--- config.mk ---
export PLATFORM = sky130hd
export DESIGN_NAME = instr_mem_loader
export DESIGN_NICKNAME = d
export VERILOG_FILES = /design/src/rtl/instr_mem_loader.sv
export SDC_FILE = /design/constraint.sdc
export NUM_CORES = 1
export LEC_CHECK = 0
export ABC_AREA = 1
export ABC_CLOCK_PERIOD_IN_PS = 4050
export BUFFER_PORTS_ARGS = -buffer_cell sky130_fd_sc_hd__buf_2
export CAP_MARGIN = 20
export CORE_UTILIZATION = 25
export DETAILED_ROUTE_END_ITERATION = 8
export PLACE_DENSITY = 0.44
export RECOVER_POWER = 50
export SLEW_MARGIN = 15
export SYNTH_ARGS = -nofsm -noshare
export SYNTH_HDL_FRONTEND = slang
export SYNTH_SLANG_ARGS = --single-unit
export TNS_END_PERCENT = 100
--- constraint.sdc ---
create_clock -name clk -period 4.05 [get_ports clk]
set_clock_uncertainty 0.1 [all_clocks]
set_input_delay 0.405 -clock clk [delete_from_list [all_inputs] [get_ports clk]]
set_output_delay 0.405 -clock clk [all_outputs]
set_load 0.05 [all_outputs]
--- src/rtl/instr_mem_loader.sv ---
// Byte-stream programmer for the instruction memory write port.
// Parses SYNC/LEN/data/CHK frames and writes little-endian words from address 0.
module instr_mem_loader #(
    parameter int          DEPTH     = 128,
    parameter logic [7:0]  SYNC_BYTE = 8'hA5
) (
    input  logic        clk,
    input  logic        reset_n,
    input  logic        start,
    input  logic [7:0]  rx_data,
    input  logic        rx_valid,
    output logic        rx_ready,
    output logic        instr_we,
    output logic [31:0] instr_waddr,
    output logic [31:0] instr_wdata,
    output logic        cpu_hold,
    output logic        load_done,
    output logic        load_err
);

    localparam int IDX_W = (DEPTH > 1) ? $clog2(DEPTH) : 1;

    typedef enum logic [2:0] {
        S_IDLE, S_SYNC, S_LEN_LO, S_LEN_HI, S_DATA, S_CHECK, S_DONE, S_ERROR
    } state_t;

    state_t             r_state;
    state_t             w_next;
    logic [IDX_W-1:0]   r_word_idx;
    logic [1:0]         r_byte_idx;
    logic [15:0]        r_len;
    logic [7:0]         r_acc;
    logic [23:0]        r_word;
    logic               r_rx_ready;
    logic               r_we;
    logic [31:0]        r_waddr;
    logic [31:0]        r_wdata;
    logic               r_hold;
    logic               r_done;
    logic               r_err;

    logic               w_fire;
    logic               w_we;
    logic [15:0]        w_len_full;
    logic               w_last_word;
    logic               w_ready;
    logic               w_hold;

    assign w_fire      = rx_valid && r_rx_ready;
    assign w_len_full  = {rx_data, r_len[7:0]};
    assign w_last_word = (16'(r_word_idx) == (r_len - 16'd1));

    // Next-state decode and write strobe; start overrides any byte in flight
    always_comb begin
        w_next = r_state;
        w_we   = 1'b0;
        if (start) begin
            w_next = S_SYNC;
        end else if (w_fire) begin
            case (r_state)
                S_SYNC: begin
                    if (rx_data == SYNC_BYTE) begin
                        w_next = S_LEN_LO;
                    end else begin
                        w_next = S_SYNC;
                    end
                end
                S_LEN_LO: w_next = S_LEN_HI;
                S_LEN_HI: begin
                    if (w_len_full > 16'(DEPTH)) begin
                        w_next = S_ERROR;
                    end else if (w_len_full == 16'd0) begin
                        w_next = S_CHECK;
                    end else begin
                        w_next = S_DATA;
                    end
                end
                S_DATA: begin
                    if (r_byte_idx == 2'd3) begin
                        w_we = 1'b1;
                        if (w_last_word) begin
                            w_next = S_CHECK;
                        end else begin
                            w_next = S_DATA;
                        end
                    end else begin
                        w_next = S_DATA;
                    end
                end
                S_CHECK: begin
                    if (rx_data == r_acc) begin
                        w_next = S_DONE;
                    end else begin
                        w_next = S_ERROR;
                    end
                end
                default: w_next = r_state;
            endcase
        end else begin
            w_next = r_state;
        end
    end

    // Status outputs are decoded from the next state so they register alongside it
    always_comb begin
        w_ready = 1'b0;
        w_hold  = 1'b1;
        case (w_next)
            S_SYNC, S_LEN_LO, S_LEN_HI, S_DATA, S_CHECK: w_ready = 1'b1;
            S_IDLE, S_DONE:                              w_hold  = 1'b0;
            default:                                     w_ready = 1'b0;
        endcase
    end

    // State and status registers
    always_ff @(posedge clk) begin
        if (!reset_n) begin
            r_state    <= S_IDLE;
            r_rx_ready <= 1'b0;
            r_hold     <= 1'b0;
            r_done     <= 1'b0;
            r_err      <= 1'b0;
        end else begin
            r_state    <= w_next;
            r_rx_ready <= w_ready;
            r_hold     <= w_hold;
            r_done     <= (w_next == S_DONE);
            r_err      <= (w_next == S_ERROR);
        end
    end

    // Frame datapath: length, word assembly, checksum and write port
    always_ff @(posedge clk) begin
        if (!reset_n) begin
            r_word_idx <= '0;
            r_byte_idx <= 2'd0;
            r_len      <= 16'd0;
            r_acc      <= 8'd0;
            r_word     <= 24'd0;
            r_we       <= 1'b0;
            r_waddr    <= 32'd0;
            r_wdata    <= 32'd0;
        end else begin
            r_we <= w_we;
            if (w_we) begin
                r_waddr <= 32'({r_word_idx, 2'b00});
                r_wdata <= {rx_data, r_word};
            end
            if (start) begin
                r_word_idx <= '0;
                r_byte_idx <= 2'd0;
                r_len      <= 16'd0;
                r_acc      <= 8'd0;
            end else if (w_fire) begin
                case (r_state)
                    S_LEN_LO: r_len[7:0] <= rx_data;
                    S_LEN_HI: begin
                        r_len[15:8] <= rx_data;
                        r_word_idx  <= '0;
                        r_byte_idx  <= 2'd0;
                        r_acc       <= 8'd0;
                    end
                    S_DATA: begin
                        r_word     <= {rx_data, r_word[23:8]};
                        r_acc      <= r_acc ^ rx_data;
                        r_byte_idx <= r_byte_idx + 2'd1;
                        // Index stops at the last word so it never reaches DEPTH
                        if ((r_byte_idx == 2'd3) && !w_last_word) begin
                            r_word_idx <= r_word_idx + IDX_W'(1);
                        end
                    end
                    default: r_len <= r_len;
                endcase
            end
        end
    end

    assign rx_ready    = r_rx_ready;
    assign instr_we    = r_we;
    assign instr_waddr = r_waddr;
    assign instr_wdata = r_wdata;
    assign cpu_hold    = r_hold;
    assign load_done   = r_done;
    assign load_err    = r_err;

endmodule

After elaboration in Yosys (flattened, before gate mapping) --
Index checks and enable logic that the tools add are counted.
Word-level totals: flip-flop bits (word level) 104, input bits 12, word-level logic and storage cells 71
Operators by class: add/subtract/negate cells 3, $lt $le $gt $ge 1, eq/ne operators 17, muxes and demuxes 19, bitwise operators 3, reduce and logical (&&, ||, !) cells 14
Operators by type and width (number):
- 3-bit equality test, second input constant | 6
- 7-bit by 16-bit equality test with 1-bit output | 1
- 16-bit by 8-bit greater-than comparator with 1-bit output, second input constant | 1
- 16-bit zero test | 1
- 8-bit one-hot mux with 2 select lines | 1
- 16-bit by 1-bit subtractor with 16-bit output, second input constant | 1
- 3-bit one-hot mux with 5 select lines | 1
- 7-bit one-hot mux with 2 select lines | 1
- 3-bit by 2-bit equality test with 1-bit output, second input constant | 4
- 1-bit two-way mux | 9
- 3-bit two-way mux | 3
- 8-bit equality test | 1
- 8-bit equality test, second input constant | 1
- 8-bit XOR | 1
- 7-bit by 1-bit adder with 7-bit output, second input constant | 1
- 7-bit two-way mux | 1
- 3-bit by 1-bit equality test with 1-bit output, second input constant | 2
- 2-bit AND reduction | 3
- 3-bit AND reduction | 2
- 5-bit OR reduction | 1
- 2-bit two-way mux | 2
- 2-bit one-hot mux with 2 select lines | 1
- 2-bit OR reduction | 2
- 3-bit zero test | 1
- 7 further kinds | 9

Logic depth before layout (Yosys ltp) --
Gate-level depths: netlist (run 1).
depth in word-level cells 10, gate-level depth with buffers 18, depth with buffers taken out 18

Worst setup path after synthesis (run 1) --
No wires, ideal clock.
path type register to register, start point reg r_rx_ready (netlist: rx_ready), end point reg r_word[6], library setup time 0.116 ns, arrival 1.742 ns, data required time 3.834 ns, setup slack 2.092 ns, cell stages (with the launch flop) 10, period minus slack after synthesis 1.958 ns, cell sequence dfxtp_1 > nand2_1 > nor2_8 > inv_4 > nor2_4 > buf_4 > inv_2 > buf_4 > nor2_1 > nor2_1
Between the ends: longest elaborated chain between the ends 2
Ends and longest elaborated chain:
- start, declared | RTL line 34 | logic r_rx_ready;
- start signal, assigned | RTL line 125 | r_rx_ready <= w_ready;
- 1-bit logical AND | RTL line 49 | assign w_fire = rx_valid && r_rx_ready;
- 3-bit AND reduction (no line)
- end signal, assigned | RTL line 164 | r_word <= {rx_data, r_word[23:8]};
- end, declared | RTL line 33 | logic [23:0] r_word;
Every way passes these cells. A chain may end at the register's enable or synchronous reset.

Worst setup path in the final report (run 1) --
start point reg r_state[2], end point reg r_wdata[27] (netlist: instr_wdata[27])
Between the ends: longest elaborated chain between the ends 4
Ends and longest elaborated chain:
- start, declared | RTL line 27 | state_t r_state;
- start signal, assigned | RTL line 124 | r_state <= w_next;
- 3-bit equality test | RTL line 60 | case (r_state)
- 1-bit two-way mux | RTL line 60
- 1-bit two-way mux | RTL line 59 | end else if (w_fire) begin
- 1-bit two-way mux | RTL line 57 | if (start) begin
- end signal, assigned | RTL line 147 | r_wdata <= {rx_data, r_word};
- end, declared | RTL line 37 | logic [31:0] r_wdata;
Every way passes these cells.

==> results.py, run 1 <==
metrics = {
    "floorplanning": {
        "core_mm2": 0.0189,
        "ios": 81,
        "die_w_um": 142,
        "die_h_um": 142,
        "start_util": 0.258,
        "die-area_mm2": 0.0201,
        "rows": 50,
    },
    "yosys": {
        "seq_area_frac_synth": 0.427,
        "netlist_area_mm2": 0.00487,
        "synth.distinct_cells": 37,
        "yosysWarningCount": 0,
        "syn_area_per_cell_um2": 7.30,
        "synth_edf_count": 0,
        "synth_top_cell_by_area": "dfxtp_1",
        "synth-seq-cells": 104,
        "async_flop_share": 0,
        "syn_inst": 667,
        "synth_top_area_frac": 0.427,
        "synth.area.top_cells": "dfxtp_1 43%, nand2_1 10%, a21oi_1 8.0%",
        "synthFlopType": "dfxtp_1",
    },
    "global_routing": {
        "grtUsageMet1": 0.197,
        "grt_pass1_wl_um": 21000,
        "grt-busiest-layer": "met2",
        "grt_max_degree": 41,
        "first_global_vias": 3826,
        "grt_util_met2": 0.198,
        "grt.total_usage": 0.133,
        "antenna_found_initial": 0,
        "grt-ovfl-total": 0,
        "met3_usage": 0.0233,
    },
    "critical_path": {
        "startpoint_type": "flip-flop",
        "crit_top_cell": "nor2_1",
        "rrSetupSlack_ns": 1.25,
        "r2r_cells": 11,
        "critPathArrivalTime_ns": 2.98,
        "cpMaxStageDelayCell": "nand2_2",
        "max_stage_delay_ns": 0.49,
        "critPathMaxFanout": 38,
        "endpoint_kind": "flip-flop",
        "path_cells": "nand2_1 -> nor2_1 -> inv_1 -> nor2_8 -> inv_4 -> nor2_1 -> buf_4 -> nand2_2 -> nor2_4 -> a21oi_1 -> a31oi_1",
        "required_ns": 4.23,
        "critPathKind": "flip-flop to flip-flop",
    },
    "layout": {
        "areaGrowthSynthToFinish_pct": 13.1,
        "mostFrequentLayoutCell": "nand2_1",
        "fin_cells": 975,
        "final_nets": 725,
        "drive_above_1_share": 0.0909,
        "diodes": 0,
        "post-route-util": 0.292,
        "fillers": 2111,
        "stdcell_area_mm2": 0.00551,
        "final_cell_mix": "133 x nand2_1, 104 x dfxtp_1, 82 x nor2_1, 78 x a21oi_1, 51 x nand3_1",
    },
    "place": {
        "dp_hpwl_um": 9310,
        "dp.cells": 959,
        "placed_cell_area_mm2": 0.00528,
        "io_buffer_count": 55,
        "place_congestion": 0.815,
    },
    "clocking": {
        "cts_tree": "done",
        "numClockSinks": 104,
        "postCtsSetupBuffers": 0,
        "cts_buffer_depth": 2,
        "cts_resized": 0,
        "cts_max_level": 3,
        "hold_buffers": 0,
        "path_clk_slew_ns": 0.08,
        "cts-buffers-inserted": 9,
        "cts-root-buf": "clkbuf_16",
        "clk_latency_ns": 0.36,
    },
    "power": {
        "netSwitchingPower_uw": 563,
        "p_clk_frac": 0.437,
        "power_leakage_nw": 2.24,
        "seq_power_share": 0.501,
        "powerDensity_mw_per_mm2": 371,
        "ir_worst_vdd_uv": 211,
        "power_frac_comb": 0.062,
        "power.internal_mw": 1.48,
        "p_sw_frac": 0.275,
    },
    "drt": {
        "routedWlPerCell_um": 13.2,
        "vias": 4085,
        "route.final.wire_length_um": 12900,
        "remaining_drc_errors": 0,
        "final_antenna_net_count": 0,
        "drt-initial-drc-count": 227,
        "dr.pass1.iters": 5,
        "viasPerCell": 4.19,
    },
    "timing": {
        "slew_headroom": 0.312,
        "final-max-slew-violation-count": 0,
        "whs_ns": 0.324,
        "tns_ns": 0,
        "hold_violations": 0,
        "fin_crit_ns": 2.80,
        "tightest_slew_ns": 1.03,
        "setup_viol": 0,
        "rsz0062_at_grt": "no",
        "fmax_mhz": 357,
        "min_period_over_period": 0.691,
    },
    "worst_hold_path": {
        "hp-class": "primary input to flip-flop",
        "hold_depth": 3,
    },
    "job": {
        "drv_cap": 0,
    },
    "outcome": {
        "status": "complete, no violations",
    },
}
[per-layer routing]
layer,vias up,wire [um]
li1,2205,-
met5,-,0
met2,74,5500
met3,6,355
met4,0,116
met1,1800,6920
[cell usage after synthesis (3+ instances only)]
cell and instances:
nand3b_1 3, nor2_4 4, xor2_1 7, o21ai_0 48, buf_2 8, a21oi_1 78, dfxtp_1 104, clkbuf_1 13
nor2_8 3, or2_2 4, inv_2 6, nor2_2 10, a21oi_2 3, nor2_1 80, inv_1 43, nand2_2 4
nand3_1 51, xnor2_1 9, ha_1 3, nand2_1 133, a31oi_1 5, nand4_1 3, buf_4 28
[power by group through the flow]
| stage | sequential (mW) | combinational (mW) | clock (mW) |
|---|---|---|---|
| finish | 1.03 | 0.128 | 0.894 |
| global route | 1.03 | 0.139 | 0.963 |
| CTS | 1.03 | 0.130 | 0.916 |
| detailed placement | 1.05 | 0.130 | 0 |
| global placement | 1.05 | 0.130 | 0 |
| floorplan | 1.06 | 0.112 | 0 |
[flip-flops by register name (all words and copies together), names as in the netlist]
| register | cells |
|---|---|
| cpu_hold | 1 |
| instr_waddr | 7 |
| instr_wdata | 32 |
| instr_we | 1 |
| load_done | 1 |
| load_err | 1 |
| r_acc | 8 |
| r_byte_idx | 2 |
| r_len | 16 |
| r_state | 3 |
| r_word | 24 |
| r_word_idx | 7 |
| rx_ready | 1 |
[cell families (layout without fill, tap and decap cells)]
| logic type | Yosys count | count (layout) | share of synthesized area |
|---|---|---|---|
| other cells | 1 | 25 | 0.000770 |
| flops | 104 | 104 | 0.427 |
| compound gates | 137 | 137 | 0.145 |
| buf+inv | 103 | 127 | 0.106 |
| simple gates | 303 | 303 | 0.285 |
| fa+ha+maj | 3 | 3 | 0.00770 |
| xor+xnor | 16 | 16 | 0.0288 |
[critical path, delay by kind of cell (launching register included)]
| family | cells | cell delay [ns] |
|---|---|---|
| AND/OR/NAND/NOR | 6 | 1.37 |
| buffers and inverters | 3 | 0.59 |
| flip-flops | 1 | 0.43 |
| AO/OA/AOI/OAI | 2 | 0.22 |
[layout make-up]
type                       count  area, um^2  area share
clock buffer                   9         225      0.0409
clock inverter                 7        78.8      0.0143
inverter                      52         203      0.0368
timing repair buffer          59         245      0.0445
sequential                   104        2080       0.378
tap                          260         325      0.0590
multi-input combinational    484        2350       0.427
[final timing paths]
kind,start,end
max reg2reg,r_state[2]$_SDFF_PN0_,instr_wdata[27]$_SDFFE_PN0P_
min,rx_data[0],instr_wdata[24]$_SDFFE_PN0P_
max,r_state[2]$_SDFF_PN0_,instr_wdata[27]$_SDFFE_PN0P_
min reg2reg,instr_wdata[20]$_SDFFE_PN0P_,instr_wdata[20]$_SDFFE_PN0P_
[per-stage QoR]
stage	total power, mW	setup slack [ns]
6_report	2.05	1.25
5_1_grt	2.13	0.870
4_1_cts	2.07	1.36
3_5_place_dp	1.18	1.38
3_3_place_gp	1.18	1.44
2_1_floorplan	1.17	2.09
(Power assumes the default switching activity.)
==> run 2: changes to the inputs <==
--- a/config.mk
+++ b/config.mk
@@ -6,12 +6,12 @@
 export NUM_CORES = 1
 export LEC_CHECK = 0
 export ABC_AREA = 1
-export ABC_CLOCK_PERIOD_IN_PS = 4050
+export ABC_CLOCK_PERIOD_IN_PS = 2500
 export BUFFER_PORTS_ARGS = -buffer_cell sky130_fd_sc_hd__buf_2
 export CAP_MARGIN = 20
 export CORE_UTILIZATION = 25
 export DETAILED_ROUTE_END_ITERATION = 8
-export PLACE_DENSITY = 0.44
+export PLACE_DENSITY = 0.45
 export RECOVER_POWER = 50
 export SLEW_MARGIN = 15
 export SYNTH_ARGS = -nofsm -noshare
==> constraint.sdc (replaced) <==
create_clock -name clk -period 2.5 [get_ports clk]
set_clock_uncertainty 0.1 [all_clocks]
set_input_delay 0.25 -clock clk [delete_from_list [all_inputs] [get_ports clk]]
set_output_delay 0.25 -clock clk [all_outputs]
set_load 0.05 [all_outputs]
==> results.py, run 2 (synthesis results as in run 1) <==
metrics = {
    "outcome": {
        "status": "complete, no violations",
    },
    "clocking": {
        "cts_tree": "done",
        "cts-root-buf": "clkbuf_16",
        "cts-buffers-inserted": 9,
        "numClockSinks": 104,
        "clk_latency_ns": 0.35,
        "postCtsSetupBuffers": 0,
        "cts_buffer_depth": 2,
        "cts_max_level": 3,
        "path_clk_slew_ns": 0.07,
    },
    "critical_path": {
        "r2r_start": "r_len[1]$_SDFFE_PP0P_",
        "r2r-end": "r_word_idx[3]$_SDFFE_PP0P_",
        "critPathMaxFanout": 9,
        "required_ns": 2.65,
        "startpoint": "r_len[1]$_SDFFE_PP0P_",
        "path_cells": "inv_1 -> ha_1 -> nand3_2 -> nor2_4 -> nand2_1 -> nand2_1 -> nand2_1 -> nor2_1 -> nand2_1 -> nor2_2 -> nand2_1 -> nand2_2 -> nand2_4 -> nand2_1 -> nand2_1 -> nand2_1 -> nor2_1",
        "endpoint_kind": "flip-flop",
        "rrSetupSlack_ns": 0.27,
        "r2r_cells": 17,
        "crit_top_cell": "nand2_1",
        "cpMaxStageDelayCell": "dfxtp_1",
        "startpoint_type": "flip-flop",
        "critPathKind": "flip-flop to flip-flop",
        "max_stage_delay_ns": 0.31,
        "critPathArrivalTime_ns": 2.38,
    },
    "power": {
        "netSwitchingPower_uw": 833,
        "powerDensity_mw_per_mm2": 608,
        "ir_worst_vdd_uv": 337,
        "p_clk_frac": 0.452,
        "seq_power_share": 0.487,
        "power.internal_mw": 2.58,
        "p_sw_frac": 0.244,
        "power_frac_comb": 0.061,
        "power_leakage_nw": 2.29,
    },
    "place": {
        "place_congestion": 0.803,
        "io_buffer_count": 55,
        "placed_cell_area_mm2": 0.00535,
        "dp_hpwl_um": 9520,
    },
    "drt": {
        "dr.pass1.iters": 4,
        "final_antenna_net_count": 0,
        "drt-initial-drc-count": 194,
        "vias": 4193,
        "viasPerCell": 4.27,
        "routedWlPerCell_um": 13.3,
        "route.final.wire_length_um": 13100,
        "remaining_drc_errors": 0,
    },
    "timing": {
        "fmax_mhz": 447,
        "slew_headroom": 0.558,
        "rsz0062_at_grt": "no",
        "setup_viol": 0,
        "tightest_slew_ns": 0.666,
        "hold_violations": 0,
        "min_period_over_period": 0.894,
        "final-max-slew-violation-count": 0,
        "tns_ns": 0,
        "fin_crit_ns": 2.23,
    },
    "global_routing": {
        "grt.total_usage": 0.139,
        "grt_pass1_wl_um": 21700,
        "grt-ovfl-total": 0,
        "grt_max_degree": 41,
        "first_global_vias": 4036,
        "antenna_found_initial": 0,
    },
    "layout": {
        "largest_reg_flops": 32,
        "drive_above_1_share": 0.104,
        "areaGrowthSynthToFinish_pct": 15.2,
        "fillers": 2119,
        "final_nets": 733,
        "final-seq-area_mm2": 0.00208,
        "stdcell_area_mm2": 0.00561,
        "mostFrequentLayoutCell": "nand2_1",
        "final_cell_mix": "134 x nand2_1, 104 x dfxtp_1, 81 x nor2_1, 78 x a21oi_1, 51 x nand3_1",
        "multi_input_area_mm2": 0.00236,
        "diodes": 0,
    },
    "worst_hold_path": {
        "hp-class": "primary input to flip-flop",
        "hold_start": "rx_data[1]",
        "hold_end": "instr_wdata[25]$_SDFFE_PN0P_",
        "hold_depth": 3,
    },
    "floorplanning": {
        "die_w_um": 142,
        "die-area_mm2": 0.0201,
        "start_util": 0.258,
        "rows": 50,
        "die_h_um": 142,
        "core_mm2": 0.0189,
        "ios": 81,
    },
    "job": {
        "drv_cap": 0,
    },
}
-- run 2: changes by cell type in the layout (fill, tap and decap cells not counted), moves of 2 or more --
cell	change
buf_4	+7
inv_8	-3
bufinv_16	+2
clkinv_4	-2
inv_1	-2
inv_2	+2
-- run 2: stage by stage --
step	std cells	worst slack (ns)	utilization	hold slack, ns	power, mW
after CTS	983	0.231	0.300	0.134	3.48
after global placement	967	0.255	0.283	0.349	1.91
after detailed placement	967	0.255	0.283	0.350	1.91
after floorplan	691	0.542	-	0.298	1.89
final	983	0.265	0.297	0.143	3.41
after global routing	983	0.0290	0.297	0.143	3.56
-- run 2: power by group through the flow --
stage | sequential (mW) | combinational (mW) | clock (mW)
6_report | 1.66 | 0.209 | 1.54
2_1_floorplan | 1.71 | 0.181 | 0
5_1_grt | 1.66 | 0.226 | 1.67
3_3_place_gp | 1.70 | 0.212 | 0
4_1_cts | 1.66 | 0.211 | 1.60
3_5_place_dp | 1.70 | 0.211 | 0
-- run 2: area by class of cell --
class	instances	area share
multi-input cells	484	0.421
inverters	52	0.0361
well taps	260	0.0580
clock buffers	11	0.0415
clock inverters	5	0.0156
repair buffers	67	0.0569
flip-flops and latches	104	0.371
-- run 2: timing repair --
item / in CTS / in global routing
endpoints found under the setup margin: 0 / 5
hold buffers: 0 / 0
resized for setup: 0 / 2
-- run 2: worst max path at each step --
stage | endpoint | slack (ns) | cells past startpoint
2_1_floorplan | r_word[6]$_SDFFE_PN0P_ | 0.54 | 9
3_3_place_gp | cpu_hold$_SDFF_PN0_ | 0.25 | 15
3_5_place_dp | cpu_hold$_SDFF_PN0_ | 0.25 | 15
4_1_cts | cpu_hold$_SDFF_PN0_ | 0.23 | 15
5_1_grt | cpu_hold$_SDFF_PN0_ | 0.03 | 15
6_report | r_word_idx[3]$_SDFFE_PP0P_ | 0.27 | 17
-- run 2: worst max-delay path, delay by kind of cell, from the launching register on --
kind	cells	cell delay (ns)
buf+inv	1	0.10
fa+ha+maj	1	0.25
simple gates	15	1.36
flops	1	0.31
-- run 2: metal layers --
| metal | routed length [um] | global-route usage |
|---|---|---|
| met2 | 5720 | 0.211 |
| met5 | 0 | 0 |
| met4 | 193 | 0.0583 |
| met1 | 6750 | 0.192 |
| met3 | 409 | 0.0253 |
==> run 3: changes to the inputs <==
--- a/config.mk
+++ b/config.mk
@@ -6,13 +6,14 @@
 export NUM_CORES = 1
 export LEC_CHECK = 0
 export ABC_AREA = 1
-export ABC_CLOCK_PERIOD_IN_PS = 2500
 export BUFFER_PORTS_ARGS = -buffer_cell sky130_fd_sc_hd__buf_2
 export CAP_MARGIN = 20
+export CORE_ASPECT_RATIO = 0.9
 export CORE_UTILIZATION = 25
 export DETAILED_ROUTE_END_ITERATION = 8
 export PLACE_DENSITY = 0.45
 export RECOVER_POWER = 50
+export SETUP_SLACK_MARGIN = 0.02
 export SLEW_MARGIN = 15
 export SYNTH_ARGS = -nofsm -noshare
 export SYNTH_HDL_FRONTEND = slang
==> results.py, run 3 (synthesis results as in run 1) <==
metrics = {
    "floorplanning": {
        "ios": 81,
        "core_mm2": 0.0192,
        "die_h_um": 134,
        "start_util": 0.254,
        "die-area_mm2": 0.0201,
        "rows": 48,
        "die_w_um": 149,
    },
    "critical_path": {
        "required_ns": 2.63,
        "r2r-end": "instr_wdata[13]$_SDFFE_PN0P_",
        "critPathKind": "flip-flop to flip-flop",
        "startpoint": "r_state[2]$_SDFF_PN0_",
        "r2r_cells": 10,
        "rrSetupSlack_ns": 0.22,
        "critPathCapture": "instr_wdata[13]$_SDFFE_PN0P_",
        "endpoint_kind": "flip-flop",
        "critPathMaxFanout": 15,
        "r2r_start": "r_state[2]$_SDFF_PN0_",
        "critPathArrivalTime_ns": 2.41,
        "startpoint_type": "flip-flop",
    },
    "timing": {
        "hold_violations": 0,
        "min_period_over_period": 0.912,
        "tightest_slew_ns": 0.656,
        "final-max-slew-violation-count": 0,
        "tns_ns": 0,
        "fmax_mhz": 438,
        "rsz0062_at_grt": "no",
        "setup_viol": 0,
        "slew_headroom": 0.565,
        "fin_crit_ns": 2.28,
    },
    "clocking": {
        "cts_buffer_depth": 2,
        "clk_latency_ns": 0.36,
        "path_clk_slew_ns": 0.07,
        "cts-root-buf": "clkbuf_16",
        "cts-buffers-inserted": 9,
        "numClockSinks": 104,
        "cts_tree": "done",
        "cts_max_level": 3,
    },
    "global_routing": {
        "grt-ovfl-total": 0,
        "grt.total_usage": 0.138,
        "grt_max_degree": 41,
        "first_global_vias": 3900,
        "antenna_found_initial": 0,
        "grt_pass1_wl_um": 21400,
    },
    "power": {
        "p_sw_frac": 0.254,
        "netSwitchingPower_uw": 843,
        "seq_power_share": 0.502,
        "powerDensity_mw_per_mm2": 593,
        "power.internal_mw": 2.47,
        "ir_worst_vdd_uv": 371,
        "power_frac_comb": 0.064,
        "p_total_mw": 3.32,
        "power_leakage_nw": 2.28,
        "p_clk_frac": 0.435,
    },
    "place": {
        "io_buffer_count": 55,
        "dp_hpwl_um": 9500,
        "dp.cells": 958,
        "placed_cell_area_mm2": 0.00535,
        "place_congestion": 0.771,
    },
    "layout": {
        "final_cell_mix": "133 x nand2_1, 104 x dfxtp_1, 81 x nor2_1, 78 x a21oi_1, 51 x nand3_1",
        "final_nets": 736,
        "stdcell_area_mm2": 0.00559,
        "mostFrequentLayoutCell": "nand2_1",
        "drive_above_1_share": 0.103,
        "largest_reg_flops": 32,
        "areaGrowthSynthToFinish_pct": 14.7,
        "diodes": 0,
        "fin_cells": 975,
    },
    "drt": {
        "highest_layer": "met4",
        "vias": 4254,
        "met3_length_um": 516,
        "met2WireLength_um": 5380,
        "drt-initial-drc-count": 290,
        "dr.pass1.iters": 4,
        "routedWlPerCell_um": 13.7,
        "remaining_drc_errors": 0,
        "wl_met1_um": 7180,
        "route.final.wire_length_um": 13300,
        "viasPerCell": 4.36,
        "final_antenna_net_count": 0,
    },
    "job": {
        "drv_cap": 0,
    },
    "outcome": {
        "status": "complete, no violations",
    },
    "worst_hold_path": {
        "hp-class": "primary input to flip-flop",
    },
}
run 3: what timing repair did:
item	CTS	global route
endpoints found under the setup margin	0	5
hold buffers	0	0
resized for setup	0	1
buffers inserted	0	2
run 3: layout make-up:
type | count | area (um^2)
Fill cell | 2120 | 13600
Multi-Input combinational cell | 484 | 2360
Sequential cell | 104 | 2080
Timing Repair Buffer | 70 | 338
Tap cell | 250 | 313
Clock buffer | 10 | 229
Inverter | 52 | 200
Clock inverter | 5 | 65.1
run 3: worst max-delay path: stages, from the launching register on:
cell	delay, ns
dfxtp_1	0.42
nand2_1	0.10
nor2_1	0.25
inv_1	0.23
nor2_8	0.13
inv_2	0.10
nor2_4	0.16
nand2_2	0.23
buf_4	0.29
nand2_1	0.08
a21oi_1	0.05
run 3: how the worst min path moves through the flow:
stage	startpoint	end	slack, ns	cells after the start
2_1_floorplan	rx_data[1]	r_len[1]$_SDFFE_PP0P_	0.30	2
3_3_place_gp	instr_waddr[8]$_SDFFE_PN0P_	instr_waddr[8]$_SDFFE_PN0P_	0.35	2
3_5_place_dp	instr_waddr[8]$_SDFFE_PN0P_	instr_waddr[8]$_SDFFE_PN0P_	0.35	2
4_1_cts	rx_data[0]	instr_wdata[24]$_SDFFE_PN0P_	0.13	3
5_1_grt	rx_data[0]	instr_wdata[24]$_SDFFE_PN0P_	0.14	3
6_report	rx_data[0]	instr_wdata[24]$_SDFFE_PN0P_	0.15	3
run 3: metrics by stage:
step	util	hold WS [ns]	worst slack, ns
2_1_floorplan	-	0.298	0.542
3_3_place_gp	0.279	0.349	0.207
3_5_place_dp	0.279	0.350	0.256
4_1_cts	0.294	0.134	0.237
5_1_grt	0.292	0.144	0.0187
6_report	0.292	0.146	0.219
run 3: metal layers:
metal	up-vias	GRT usage
li1	2218	-
met1	1934	0.204
met2	87	0.189
met3	15	0.0320
met4	0	0.0527
met5	-	0
run 3: power groups by stage:
stage / clock [mW] / combinational (mW) / sequential [mW]
4_1_cts: 1.50 / 0.214 / 1.66
3_3_place_gp: 0 / 0.216 / 1.70
3_5_place_dp: 0 / 0.214 / 1.70
5_1_grt: 1.56 / 0.229 / 1.66
6_report: 1.44 / 0.212 / 1.66
2_1_floorplan: 0 / 0.181 / 1.71
